<file path="config.mk">
export PLATFORM = sky130hd
export DESIGN_NAME = tdm_demultiplexer
export DESIGN_NICKNAME = d
export VERILOG_FILES = /design/src/rtl/tdm_pkg.sv /design/src/rtl/tdm_slot_counter.sv /design/src/rtl/tdm_demultiplexer.sv
export SDC_FILE = /design/constraint.sdc
export NUM_CORES = 1
export LEC_CHECK = 0
export CAP_MARGIN = 20
export CELL_PAD_IN_SITES_DETAIL_PLACEMENT = 2
export CELL_PAD_IN_SITES_GLOBAL_PLACEMENT = 2
export CORE_MARGIN = 2
export CORE_UTILIZATION = 32
export CTS_CLUSTER_DIAMETER = 200
export DETAILED_ROUTE_END_ITERATION = 10
export PLACE_DENSITY = 0.89
export SYNTH_ARGS = -nofsm -noshare
export SYNTH_HDL_FRONTEND = slang
export SYNTH_SLANG_ARGS = --single-unit
export TNS_END_PERCENT = 30
</file>
<file path="constraint.sdc">
create_clock -name clk -period 4.6 [get_ports clk]
set_input_delay 0.46 -clock clk [delete_from_list [all_inputs] [get_ports clk]]
set_output_delay 0.46 -clock clk [all_outputs]
set_load 0.02 [all_outputs]
</file>
<file path="src/rtl/tdm_pkg.sv">
// rtl/tdm_pkg.sv - shared TDM link types and slot constants
package tdm_pkg;

   localparam int NUM_SLOTS = 4;
   localparam int SLOT_W    = 2;

   localparam logic [SLOT_W-1:0] FIRST_SLOT = SLOT_W'(0);
   localparam logic [SLOT_W-1:0] LAST_SLOT  = SLOT_W'(NUM_SLOTS - 1);

   typedef enum logic {
      HUNT   = 1'b0,
      LOCKED = 1'b1
   } tdm_state_e;

endpackage

</file>
<file path="src/rtl/tdm_slot_counter.sv">
// rtl/tdm_slot_counter.sv - slot index counter with enable, load-to-one, clear and wrap flag
module tdm_slot_counter
   import tdm_pkg::*;
(
   input  logic              clk,
   input  logic              rst_n,
   input  logic              en,
   input  logic              load_one,
   input  logic              clr,
   output logic [SLOT_W-1:0] slot,
   output logic              wrap
);

   logic [SLOT_W-1:0] slot_q;
   logic [SLOT_W-1:0] slot_d;

   // Next slot: clear beats a marker reload, which beats a plain increment
   always_comb begin
      slot_d = slot_q;
      if (clr) begin
         slot_d = FIRST_SLOT;
      end else if (load_one) begin
         slot_d = SLOT_W'(1);
      end else if (en) begin
         slot_d = SLOT_W'(slot_q + SLOT_W'(1));
      end
   end

   // Slot register
   always_ff @(posedge clk or negedge rst_n) begin
      if (!rst_n) begin
         slot_q <= FIRST_SLOT;
      end else begin
         slot_q <= slot_d;
      end
   end

   assign slot = slot_q;
   // High while sitting on the last slot, i.e. the next increment wraps
   assign wrap = (slot_q == LAST_SLOT);

endmodule

</file>
<file path="src/rtl/tdm_demultiplexer.sv">
// rtl/tdm_demultiplexer.sv - 4:1 TDM receiver: frame lock, channel rebuild and status pulses
module tdm_demultiplexer
   import tdm_pkg::*;
#(
   parameter int NUM_SLOTS = 4,
   parameter int SLOT_W    = 2
) (
   input  logic              clk,
   input  logic              rst_n,
   input  logic              serialIn,
   input  logic              inValid,
   input  logic              frameSync,
   output logic              out0,
   output logic              out1,
   output logic              out2,
   output logic              out3,
   output logic [SLOT_W-1:0] slot,
   output logic              locked,
   output logic              frameValid,
   output logic              syncErr
);

   if (NUM_SLOTS != 4 || SLOT_W != 2 || SLOT_W != tdm_pkg::SLOT_W) begin : g_param_check
      $error("tdm_demultiplexer supports only NUM_SLOTS=4, SLOT_W=2");
   end

   tdm_state_e        state_q, state_d;
   logic [2:0]        shadow_q, shadow_d;
   logic [3:0]        out_q, out_d;
   logic              frame_valid_q, frame_valid_d;
   logic              sync_err_q, sync_err_d;

   logic              cnt_en;
   logic              cnt_load_one;
   logic              cnt_clr;
   logic [SLOT_W-1:0] cnt_slot;
   logic              cnt_wrap;

   tdm_slot_counter u_slot_counter (
      .clk      (clk),
      .rst_n    (rst_n),
      .en       (cnt_en),
      .load_one (cnt_load_one),
      .clr      (cnt_clr),
      .slot     (cnt_slot),
      .wrap     (cnt_wrap)
   );

   // Frame alignment: decide what each valid sample does to state, shadow and outputs
   always_comb begin
      state_d       = state_q;
      shadow_d      = shadow_q;
      out_d         = out_q;
      frame_valid_d = 1'b0;
      sync_err_d    = 1'b0;
      cnt_en        = 1'b0;
      cnt_load_one  = 1'b0;
      cnt_clr       = 1'b0;

      if (inValid) begin
         unique case (state_q)
            HUNT: begin
               // Unmarked samples are dropped quietly while hunting
               if (frameSync) begin
                  shadow_d[0]  = serialIn;
                  cnt_load_one = 1'b1;
                  state_d      = LOCKED;
               end
            end
            LOCKED: begin
               if (cnt_slot == FIRST_SLOT) begin
                  if (frameSync) begin
                     shadow_d[0]  = serialIn;
                     cnt_load_one = 1'b1;
                  end else begin
                     sync_err_d = 1'b1;
                     cnt_clr    = 1'b1;
                     state_d    = HUNT;
                  end
               end else if (frameSync) begin
                  // Early marker: restart the frame on this sample, keep old outputs
                  sync_err_d   = 1'b1;
                  shadow_d[0]  = serialIn;
                  cnt_load_one = 1'b1;
               end else if (cnt_wrap) begin
                  out_d         = {serialIn, shadow_q};
                  frame_valid_d = 1'b1;
                  cnt_en        = 1'b1;
               end else begin
                  if (cnt_slot == SLOT_W'(1)) begin
                     shadow_d[1] = serialIn;
                  end else begin
                     shadow_d[2] = serialIn;
                  end
                  cnt_en = 1'b1;
               end
            end
            default: begin
               state_d = HUNT;
            end
         endcase
      end
   end

   // State, shadow, channel outputs and status pulses
   always_ff @(posedge clk or negedge rst_n) begin
      if (!rst_n) begin
         state_q       <= HUNT;
         shadow_q      <= 3'b000;
         out_q         <= 4'b0000;
         frame_valid_q <= 1'b0;
         sync_err_q    <= 1'b0;
      end else begin
         state_q       <= state_d;
         shadow_q      <= shadow_d;
         out_q         <= out_d;
         frame_valid_q <= frame_valid_d;
         sync_err_q    <= sync_err_d;
      end
   end

   assign out0       = out_q[0];
   assign out1       = out_q[1];
   assign out2       = out_q[2];
   assign out3       = out_q[3];
   assign slot       = cnt_slot;
   assign locked     = (state_q == LOCKED);
   assign frameValid = frame_valid_q;
   assign syncErr    = sync_err_q;

endmodule

</file>
# == After elaboration in Yosys (flattened, before gate mapping) ==
# Cells that the tools add are included.
# word_totals
output_inout_bits,9
word_cells,45
inputBits,5
register_bits,12
# classes
n_bitwise,5
n_eq_ne,2
n_mux,23
n_addsub,1
reduce_logical,6
# op_table
cell,count
$mux 1,19
$reduce_and 6->1,2
$mux 2,3
$not 1->1,5
$reduce_and 5->1,1
$reduce_bool 3->1,1
$add 2x1->2 const B,1
$eq 2x1->1 const B,1
$eq 2x2->1 const B,1
$logic_not 2->1,1
$pmux 1 s2,1
$reduce_and 2->1,1

# == Logic depth before layout (Yosys ltp) ==
# depth
word_depth,7
ltp_mapped,6
depth_no_buf,6

# == Modules after synthesis ==
# Synthesis repeated with hierarchy kept, for this count alone.
# hier_totals
cells_unflattened,39
area_unflattened_um2,524.3
# by_module_without_submodules
module,cells_per_inst,n_inst,area_each_um2
tdm_demultiplexer,31,1,429.2
tdm_slot_counter,8,1,95.1

# == Least setup slack after synthesis ==
# Ideal clock, no wire load.
# synth_path
path_kind,register -> register
from,"register u_slot_counter.slot_q[0], in the netlist u_slot_counter.slot[0]"
to,"register u_slot_counter.slot_q[1], in the netlist u_slot_counter.slot[1]"
arrival_ns,1.577
setup_slack_ns,2.946
n_path_buf,0
synth_period_minus_slack_ns,1.654
setup_ns,0.077
stages_incl_launch_ff,6
cell_sequence,dfrtp_1 inv_1 ha_1 ha_1 or4_1 a21oi_1
# synth_via
elab_chain_cells,5
# synth_lines
item,line_no,rtl
from (decl),tdm_slot_counter.sv:14,logic [SLOT_W-1:0] slot_q;
from (signal assigned),tdm_slot_counter.sv:34,slot_q <= slot_d;
"parallel branches: the longest is 5 deep, another holds $add 2x1->2",--,
# Several ways; the timed one is not identified. The select of a mux whose other input is x is not followed.
# A chain may end at the register's enable or synchronous reset.

# == Worst setup path after layout ==
# layout_path
from,input port frameSync
to,"register u_slot_counter.slot_q[1], in the netlist u_slot_counter.slot[1]"
# layout_via
elab_chain_cells,5
# layout_lines
item,line_no,rtl
from (decl),tdm_demultiplexer.sv:12,"input logic frameSync,"
$mux 1,"tdm_demultiplexer.sv:72, tdm_demultiplexer.sv:80",
$mux 1,tdm_demultiplexer.sv:71,if (cnt_slot == FIRST_SLOT) begin
$mux 1,tdm_demultiplexer.sv:61,unique case (state_q)
$mux 1,tdm_demultiplexer.sv:60,if (inValid) begin
$reduce_bool 3->1 (no source line) / $mux 2 (equally long branches),--,
# Several ways; a longest one is shown, not always the timed one.

==> qor.log <==
[die] die area 2150 um^2
[detailed_routing] per-cell routed wire length 14.5 um
[die] Boundary Pins 14
[logic_synthesis] number of standard cells after synthesis 48
[die] number of cell rows 15
[global_route] total congestion overflow 0
[logic_synthesis] most instantiated library cell after synthesis sky130_fd_sc_hd__dfrtp_1
[sta] tightest hold margin 0.511 ns
[power_and_ir_drop] Cell Pwr Density 664 nW/um^2
[clock_tree] Gates resized, CTS repair 0
[finish] fin cells 90
[critical_path] crit path capture type flip-flop
[sta] share of the cycle needed by the critical path after routing 40.8%
[place] Final GP Congestion 0.823
[clock_tree] H-tree depth 1
[finish] number of filler instances in the final layout 182
[die] effective utilization at floorplan 33.7%
[sta] Post-Route Skew 0.00416 ns
[detailed_routing] detail-routed via count per cell 4.68
[finish] Nets 76
[sta] tightest slew margin relative to the limit 63.8%
[die] die boundary height 46.4 um
[detailed_routing] Pre-Repair DR Iteration Count 1
[critical_path] signal arrival time at the worst endpoint 2.07 ns
[logic_synthesis] Post-Syn Area 576 um^2
[detailed_routing] number of design-rule violations left by the first detailed-router iteration 0
[logic_synthesis] dominant cell type by area after synthesis sky130_fd_sc_hd__dfrtp_1
[global_route] initial antenna violation count 0
[logic_synthesis] Most used DFF post-synth sky130_fd_sc_hd__dfrtp_1
[global_route] vias in the first global route 455
[clock_tree] sink count of the clock tree 12
[logic_synthesis] share of synthesized area occupied by flip-flops and latches 52.2%
[sta] fmax 533 MHz
[power_and_ir_drop] worst voltage drop across the vdd grid 0.000270 V
[clock_tree] worst-skew pair later-pin latency 0.27 ns
[clock_tree] Clk pin slew, worst setup/hold paths 0.08 ns
[place] Port-buffer cells 13
[finish] area growth from synthesis to layout 34.3%
[global_route] global-route wire length before repair 2.17 mm
[detailed_routing] antenna-violating nets left 0
[logic_synthesis] Post-Syn Area per Cell 12.0 um^2
[sta] final hold vios 0
[power_and_ir_drop] sum of internal, switching and leakage power 513 uW
[logic_synthesis] share of flip-flops with an asynchronous set or reset 100%
[sta] aggregate negative setup slack 0 ns
[critical_path] cells on worst reg2reg path 5
[sta] unrepaired setup endpoints after global routing false
[worst_hold_path] Min-Delay Path Class flip-flop to flip-flop
[run] MaxCap Viol Count 0
[finish] diode insertion count for antenna repair 0
[power_and_ir_drop] Leakage 0.000345 uW
[finish] layout cells sized above 1 20.0%
[detailed_routing] vias after detailed routing 421
[clock_tree] TritonCTS buffer count 3
[sta] Max Transition Viols Final 0
[sta] measured slew at the worst slew-check pin 0.542 ns
[die] Die Wd 46.4 um
[logic_synthesis] biggest area contributors in the synthesized netlist sky130_fd_sc_hd__dfrtp_1 (52%), sky130_fd_sc_hd__mux2_2 (14%), sky130_fd_sc_hd__ha_1 (11%)
[clock_tree] number of hold buffers added after CTS 0
[logic_synthesis] number of warnings issued by yosys 0
[clock_tree] TritonCTS clock tree built
[clock_tree] post-CTS repair timing setup buffer count 0
[finish] utilization after layout 45.3%
[logic_synthesis] net count after synthesis 58
[detailed_routing] DRC Markers 0
[logic_synthesis] count of unique library cells instantiated by Yosys 17
[logic_synthesis] number of flops mapped to enable cells by yosys 0
[die] Std-Cell Core Area 1710 um^2
[global_route] total routing resource utilization after global routing 14.9%
[critical_path] WS Path Type primary input to flip-flop
[detailed_routing] drt total wl 1.30 mm
[place] total instance count after detailed placement 86
[logic_synthesis] top cells by count, synth sky130_fd_sc_hd__dfrtp_1 (12), sky130_fd_sc_hd__mux2_2 (7), sky130_fd_sc_hd__ha_1 (5)
[logic_synthesis] area share of the largest cell type after synthesis 52.2%
[global_route] maximum number of pins on one net before global-route repair 13
[sta] clock period minus final worst setup slack 1.88 ns
[logic_synthesis] post-synthesis sequential element count 12
[place] half-perimeter wire length after detailed placement 1.02 mm
[sta] count of endpoints failing setup in the final report 0
[status] outcome finished, final reports clean
[worst_hold_path] worst hold stages 1
[critical_path] Worst Path Max Fanout 8
[critical_path] critical path required time 4.80 ns
[clock_tree] CTS Buffer Depth 2
[critical_path] startpoint types primary input
[clock_tree] library cell used as clock root buffer sky130_fd_sc_hd__clkbuf_4
-- metal layers --
metal  up-vias  track usage [%]  part of all wire (%)
li1        206                -                     -
met1       207             20.0                    49
met2         8             21.9                    49
met3         0             2.75                   2.4
met4         0             9.14                     0
met5         -                0                     0
-- stage by stage --
step	instance area [um^2]	setup slack, ns
after global routing	773	2.65
final	773	2.72
after floorplan	576	2.95
after CTS	773	2.72
after global placement	737	2.57
after detailed placement	737	2.47
-- placed cells by master, fill, tap and decap left out, types with 2 or more instances in the layout --
| cell | synthesis | routed |
|---|---|---|
| sky130_fd_sc_hd__a31oi_1 | 2 | 2 |
| sky130_fd_sc_hd__ha_1 | 5 | 5 |
| sky130_fd_sc_hd__a21oi_1 | 3 | 3 |
| sky130_fd_sc_hd__nor2_1 | 2 | 2 |
| sky130_fd_sc_hd__nand2_1 | 3 | 3 |
| sky130_fd_sc_hd__inv_1 | 4 | 4 |
| sky130_fd_sc_hd__nor2b_1 | 2 | 2 |
| sky130_fd_sc_hd__clkdlybuf4s50_1 | 0 | 13 |
| sky130_fd_sc_hd__clkbuf_4 | 0 | 3 |
| sky130_fd_sc_hd__mux2_2 | 7 | 7 |
| sky130_fd_sc_hd__dfrtp_1 | 12 | 12 |
-- area by class of cell --
class                           instances  area [um^2]  share of cell area, %
Multi-Input combinational cell         32          260                   33.7
Clock buffer                            4         36.3                   4.69
Tap cell                               25         31.3                   4.05
Sequential cell                        12          300                   38.8
Inverter                                4         15.0                   1.94
Timing Repair Buffer                   13          130                   16.8
-- cells by family after synthesis --
kind of cell    count (synthesis)  synth area share [%]
simple gates                   13                  13.5
flops                          12                  52.2
buf+inv                         4                  2.61
compound gates                  7                  7.17
fa+ha+maj                       5                  10.9
mux                             7                  13.7
-- flip-flops by register name (all words and copies together) (netlist names) --
signal and flops:
locked 1, u_slot_counter.slot 2, syncErr 1, shadow_q 3, out_q 4, frameValid 1
-- report_power, final --
part,internal (uW),switching [uW]
clock,48.0,34.0
combinational,124,123
sequential,149,35.3
total,321,192
-- worst paths after layout --
check                                         endpoint                   start  slack, ns
worst min register to register             shadow_q[0]             shadow_q[0]       0.51
worst max register to register                out_q[3]  u_slot_counter.slot[0]       2.87
worst max-delay path            u_slot_counter.slot[1]               frameSync       2.72
max in group asynchronous                   frameValid                   rst_n       3.70
worst min-delay path                       shadow_q[0]             shadow_q[0]       0.51
min in group asynchronous                  shadow_q[2]                   rst_n       0.54
-- worst max-delay path, cell delays in order --
cell,delay (ns)
sky130_fd_sc_hd__clkdlybuf4s50_1,0.60
sky130_fd_sc_hd__inv_1,0.10
sky130_fd_sc_hd__ha_1,0.26
sky130_fd_sc_hd__or4_1,0.50
sky130_fd_sc_hd__a21oi_1,0.15
(Power assumes the default switching activity.)
